--- src/rtl/apb_gpio_irq.sv ---
// APB GPIO peripheral with synchronized inputs, per-pin edge detection and a level interrupt.
// Optional input debounce filter enabled by defining ZH_GPIO_DEBOUNCE_EN.
module apb_gpio_irq #(
  parameter int unsigned NrGpio       = 32,
  parameter int unsigned ApbAddrWidth = 32,
  parameter int unsigned SyncStages   = 2
) (
  input  logic                    clk_i,
  input  logic                    rst_ni,
  input  logic                    psel_i,
  input  logic                    penable_i,
  input  logic                    pwrite_i,
  input  logic [ApbAddrWidth-1:0] paddr_i,
  input  logic [31:0]             pwdata_i,
  output logic [31:0]             prdata_o,
  output logic                    pready_o,
  output logic                    pslverr_o,
  input  logic [NrGpio-1:0]       gpio_i,
  output logic [NrGpio-1:0]       gpio_o,
  output logic [NrGpio-1:0]       gpio_oe_o,
  output logic                    irq_o
);

  localparam logic [3:0] RegDir      = 4'd0;
  localparam logic [3:0] RegOut      = 4'd1;
  localparam logic [3:0] RegIn       = 4'd2;
  localparam logic [3:0] RegIrqEn    = 4'd3;
  localparam logic [3:0] RegRiseEn   = 4'd4;
  localparam logic [3:0] RegFallEn   = 4'd5;
  localparam logic [3:0] RegPend     = 4'd6;
  localparam logic [3:0] RegOutSet   = 4'd7;
  localparam logic [3:0] RegOutClr   = 4'd8;
  localparam logic [3:0] RegDebounce = 4'd9;

  logic [3:0]        addr;
  logic              mapped;
  logic              access;
  logic              wr_en;
  logic [NrGpio-1:0] wdata;

  logic [NrGpio-1:0] dir_q, out_q, irq_en_q, rise_en_q, fall_en_q, pend_q;
  logic [NrGpio-1:0] pend_d, w1c_mask, edge_set;
  logic [NrGpio-1:0] in_val, hist_q;
  logic [SyncStages-1:0][NrGpio-1:0] sync_q;
  logic [NrGpio-1:0] sync_val;

  // Only paddr_i[5:2] is decoded and pwdata_i is truncated to NrGpio bits.
  logic unused_bits;
  assign unused_bits = ^{paddr_i, pwdata_i};

  assign addr     = paddr_i[5:2];
  assign access   = psel_i & penable_i;
  assign wdata    = pwdata_i[NrGpio-1:0];
  assign pready_o = 1'b1;

`ifdef ZH_GPIO_DEBOUNCE_EN
  assign mapped = (addr <= RegDebounce);
`else
  assign mapped = (addr <= RegOutClr);
`endif

  assign wr_en     = access & pwrite_i & mapped;
  assign pslverr_o = access & ~mapped;

  // Input synchronizer: stage 0 samples the pad, the last stage feeds the logic.
  always_ff @(posedge clk_i or posedge rst_ni) begin
    if (rst_ni) begin
      sync_q <= '0;
    end else begin
      // NOTE: flops use non-blocking assignments so every stage samples the pre-edge value of its predecessor.
      sync_q <= {sync_q[SyncStages-2:0], gpio_i};
    end
  end
  assign sync_val = sync_q[SyncStages-1];

`ifdef ZH_GPIO_DEBOUNCE_EN
  logic [15:0]       deb_q;
  logic [NrGpio-1:0] filt_q;
  logic [15:0]       cnt_q [NrGpio];

  // Filtered value follows the synchronizer only after DEBOUNCE+1 consecutive mismatching cycles.
  always_ff @(posedge clk_i or posedge rst_ni) begin
    if (rst_ni) begin
      filt_q <= '0;
      // NOTE: the counter array is a handful of flops, not a RAM, so resetting it is cheap and avoids X.
      for (int i = 0; i < NrGpio; i++) cnt_q[i] <= '0;
    end else begin
      for (int i = 0; i < NrGpio; i++) begin
        if (sync_val[i] != filt_q[i]) begin
          if (cnt_q[i] == deb_q) begin
            filt_q[i] <= sync_val[i];
            cnt_q[i]  <= '0;
          end else begin
            cnt_q[i] <= cnt_q[i] + 16'd1;
          end
        end else begin
          cnt_q[i] <= '0;
        end
      end
    end
  end

  always_ff @(posedge clk_i or posedge rst_ni) begin
    if (rst_ni) begin
      deb_q <= '0;
    end else if (wr_en && addr == RegDebounce) begin
      deb_q <= pwdata_i[15:0];
    end
  end

  assign in_val = filt_q;
`else
  assign in_val = sync_val;
`endif

  always_ff @(posedge clk_i or posedge rst_ni) begin
    if (rst_ni) hist_q <= '0;
    else        hist_q <= in_val;
  end

  assign edge_set = (in_val & ~hist_q & rise_en_q) | (~in_val & hist_q & fall_en_q);
  assign w1c_mask = (wr_en && addr == RegPend) ? wdata : '0;
  // A new edge overrides a simultaneous clear of the same bit.
  assign pend_d   = (pend_q & ~w1c_mask) | edge_set;

  always_ff @(posedge clk_i or posedge rst_ni) begin
    if (rst_ni) begin
      dir_q     <= '0;
      out_q     <= '0;
      irq_en_q  <= '0;
      rise_en_q <= '0;
      fall_en_q <= '0;
      pend_q    <= '0;
    end else begin
      pend_q <= pend_d;
      if (wr_en) begin
        case (addr)
          RegDir:    dir_q     <= wdata;
          RegOut:    out_q     <= wdata;
          RegIrqEn:  irq_en_q  <= wdata;
          RegRiseEn: rise_en_q <= wdata;
          RegFallEn: fall_en_q <= wdata;
          RegOutSet: out_q     <= out_q | wdata;
          RegOutClr: out_q     <= out_q & ~wdata;
          default:   ;
        endcase
      end
    end
  end

  always_comb begin
    // NOTE: default assignment first so no path through the case leaves prdata_o unassigned (no latch).
    prdata_o = '0;
    if (psel_i && mapped) begin
      case (addr)
        RegDir:      prdata_o = 32'(dir_q);
        RegOut:      prdata_o = 32'(out_q);
        RegIn:       prdata_o = 32'(in_val);
        RegIrqEn:    prdata_o = 32'(irq_en_q);
        RegRiseEn:   prdata_o = 32'(rise_en_q);
        RegFallEn:   prdata_o = 32'(fall_en_q);
        RegPend:     prdata_o = 32'(pend_q);
`ifdef ZH_GPIO_DEBOUNCE_EN
        RegDebounce: prdata_o = 32'(deb_q);
`endif
        default:     prdata_o = '0;
      endcase
    end
  end

  assign gpio_o    = out_q;
  assign gpio_oe_o = dir_q;
  assign irq_o     = |(pend_q & irq_en_q);

endmodule

--- config.mk ---
export PLATFORM = sky130hd
export DESIGN_NAME = apb_gpio_irq
export DESIGN_NICKNAME = d
export VERILOG_FILES = /design/src/rtl/apb_gpio_irq.sv
export SDC_FILE = /design/constraint.sdc
export NUM_CORES = 1
export LEC_CHECK = 0
export CORE_MARGIN = 4
export CORE_UTILIZATION = 57
export DETAILED_ROUTE_END_ITERATION = 16
export PLACE_DENSITY = 0.89
export SLEW_MARGIN = 25
export SYNTH_ARGS = -nofsm -noshare
export SYNTH_HDL_FRONTEND = slang
export SYNTH_SLANG_ARGS = --single-unit
--- constraint.sdc ---
create_clock -name clk_i -period 15.7 [get_ports clk_i]
set_input_delay 2.355 -clock clk_i [delete_from_list [all_inputs] [get_ports clk_i]]
set_output_delay 2.355 -clock clk_i [all_outputs]
set_load 0.1 [all_outputs]
==> summary.md <==
| Metric | Value |
|---|---|
| Status | completed |
| Leak | 6.17 nW |
| Ant diodes | 0 |
| Async SR Flop Fraction | 100% |
| Relative slew slack | 30.5% |
| CTS Root Cell | clkbuf_16 |
| Largest net degree at the start of global routing | 148 |
| First-pass GRT wire length | 52700 um |
| Total power | 2.18 mW |
| Post-synth EDFFs | 0 |
| Seq cells post-synth | 288 |
| Worst VDD drop | 86.7 uV |
| Cts bufs inserted | 29 |
| Starting Density | 58.1% |
| Port bufs | 170 |
| Pwr Density | 147 nW/um^2 |
| Final Cell Area | 14800 sq um |
| Unrepaired setup endpoints after global routing | false |
| Final setup fails | 0 |
| Crit path from | paddr_i[2] |
| Most frequent cell on the critical path | clkdlybuf4s50_1 |
| Core Region | 20300 sq um |
| Slew Limit Fails | 0 |
| Post-detail-place hpwl | 20000 um |
| Pre-Repair DR Iteration Count | 7 |
| Worst skew pair latency | 0.53 ns |
| Beginning of the worst register-to-register path | in_val[28] |
| Vias per inst | 6.70 |
| Final hold vios | 0 |
| Mean post-synth cell area | 13.4 sq um |
| H-tree levels | 1 |
| # rows | 52 |
| Top-count cell post-synth | dfrtp_1 |
| Clock Sinks | 288 |
| Max stage delay on crit path | 1.20 ns |
| Setup crit end kind | output pin |
| Commonest cells in the netlist | 288 x dfrtp_1, 97 x mux2_2, 80 x a22oi_1 |
| Post-CTS Resized | 0 |
| Area leader, netlist | dfrtp_1 |
| Routed WL | 33500 um |
| Chip width | 152 um |
| Vias post-DR | 8899 |
| Critical Path RT | 13.35 ns |
| Max_cap viols | 0 |
| Crit Reg-Reg Endpoint | pend_q[28] |
| Worst path cell trace | clkdlybuf4s50_1 > nand2b_1 > nor3_4 > buf_4 > a22oi_1 > a31oi_1 > clkdlybuf4s50_1 |
| Syn Nets | 979 |
| Share of layout cells above drive strength 1 | 17.0% |
| Fmax | 0.114 GHz |
| Classification of the worst setup path | in2out |
| Post-synthesis sequential area ratio | 61.1% |
| CTS max path bufs | 3 |
| CTS Hold Bufs | 0 |
| P&R area growth vs syn | 25.6% |
| Worst slew pin tran | 1.04 ns |
| Top cell type's share of synthesized area | 61.1% |
| Tcrit/Tclk final | 55.8% |
| Yosys synthesis warning count | 0 |
| Global Route Usage Sum | 28.3% |
| Synth top area cells | dfrtp_1 61%, mux2_2 9.3%, a22oi_1 5.1%, mux2_1 3.0%, a222oi_1 2.7% |
| Die area | 23100 sq um |
| Post-synthesis cell count | 878 |
| Setup TNS | 0 ns |
| Crit path DAT | 6.41 ns |
| Wire length per cell | 25.2 um |
| Number of global-route vias before repair | 9411 |
| Placed inst area | 13700 sq um |
| Worst path slowest cell | clkdlybuf4s50_1 |
| Antenna-violating nets left | 0 |
| R2r worst-path depth | 3 |
| Final net count | 1138 |
| DRC Markers | 0 |
| Layout Cells excl Fill | 1328 |
| Crit path capture | prdata_o[25] |
| Skew final | 0.00745 ns |
| CTS tree | built |
| Clock-pin slew on the worst setup and hold paths | 0.06 ns |
| Unique masters post-synth | 39 |
| Post-CTS repair timing setup buffer count | 0 |
| Period minus WS final | 8.76 ns |
| Synthesized area | 11800 sq um |
| Ports | 200 |
| Fillcell total | 1307 |
| Hold Path Class | reg2reg |
| GR Overflow Total | 0 |
| Initial antenna violation count | 0 |
| Die span in y | 152 um |
| Routability cong. | 0.826 |
| Flop-to-flop setup slack | 14.77 ns |
| Max Fanout on Critical Path | 20 |
| Iter 0 DRT Violations | 1019 |
| Hold slack | 0.340 ns |
| Main synth FF type | dfrtp_1 |
| Worst Setup Start Kind | input pin |
| DP Cell Count | 1274 |
## cells in the final DEF, fill, tap and decap left out, drive strengths merged
cell type	instances
mux2	128
inv	1
nand3b	33
a31oi	32
o32ai	1
nor4	1
and3	1
and4b	1
clkinv	8
nor4b	1
or4	1
o211ai	32
o21ai	32
nor2	2
a22oi	80
clkbuf	37
a222oi	32
and2	2
xnor2	2
nand2	68
bufinv	7
a2bb2oi	1
nand4	4
clkdlybuf4s50	170
conb	1
nor3	4
nor4bb	1
a21o	32
dfrtp	288
nand2b	2
a22o	32
buf	19
nand3	2
## cell families after synthesis
group / count (synthesis) / synth area share, %
flops: 288 / 61.1
compound gates: 274 / 17.7
mux: 128 / 12.2
simple gates: 123 / 5.95
buf+inv: 62 / 2.91
xor+xnor: 2 / 0.148
other cells: 1 / 0.0318
## registers in the layout (all words and copies together), names as in the netlist
name and cells:
fall_en_q 32, gpio_o 32, gpio_oe_o 32, hist_q 32, in_val 32, irq_en_q 32
pend_q 32, rise_en_q 32, sync_q 32
## worst max-delay path: cells and delay by family
kind / cells / cell delay (ns)
compound gates: 2 / 0.49
buf+inv: 3 / 2.55
simple gates: 2 / 1.00
## per-stage QoR
stage | utilization [%] | setup slack (ns)
3_3_place_gp | 67.4 | 7.06
5_1_grt | 73.0 | 6.89
4_1_cts | 72.8 | 7.00
2_1_floorplan | - | 5.40
6_report | 73.0 | 6.94
3_5_place_dp | 67.5 | 7.03
## worst min path at each step
stage | depth (start not counted) | startpoint | endpoint
floorplan | 0 | sync_q[0] | in_val[0]
global placement | 0 | sync_q[5] | in_val[5]
detailed placement | 0 | sync_q[10] | in_val[10]
CTS | 0 | sync_q[14] | in_val[14]
global route | 0 | sync_q[11] | in_val[11]
finish | 0 | sync_q[14] | in_val[14]
## layer usage
layer | track usage (%) | up-vias | share of wire [%]
li1 | - | 3704 | -
met1 | 38.9 | 4543 | 39
met2 | 45.0 | 548 | 48
met3 | 6.00 | 104 | 9.9
met4 | 10.7 | 0 | 3.4
met5 | 0 | - | 0
## power breakdown
group | switching, mW | leakage (nW) | internal (mW)
clock network | 0.286 | 0.535 | 0.481
registers | 0.0957 | 3.55 | 0.840
logic | 0.329 | 2.09 | 0.145
total | 0.710 | 6.17 | 1.47
## area by class of cell
class | instances | area (sq um) | area share (%)
timing repair buffer | 189 | 1880 | 12.7
tap | 270 | 338 | 2.28
clock inverter | 15 | 260 | 1.76
sequential | 288 | 7210 | 48.6
inverter | 1 | 16.3 | 0.110
clock buffer | 37 | 816 | 5.50
multi-input combinational | 528 | 4300 | 29.0
Power figures use the tool's default switching activity.
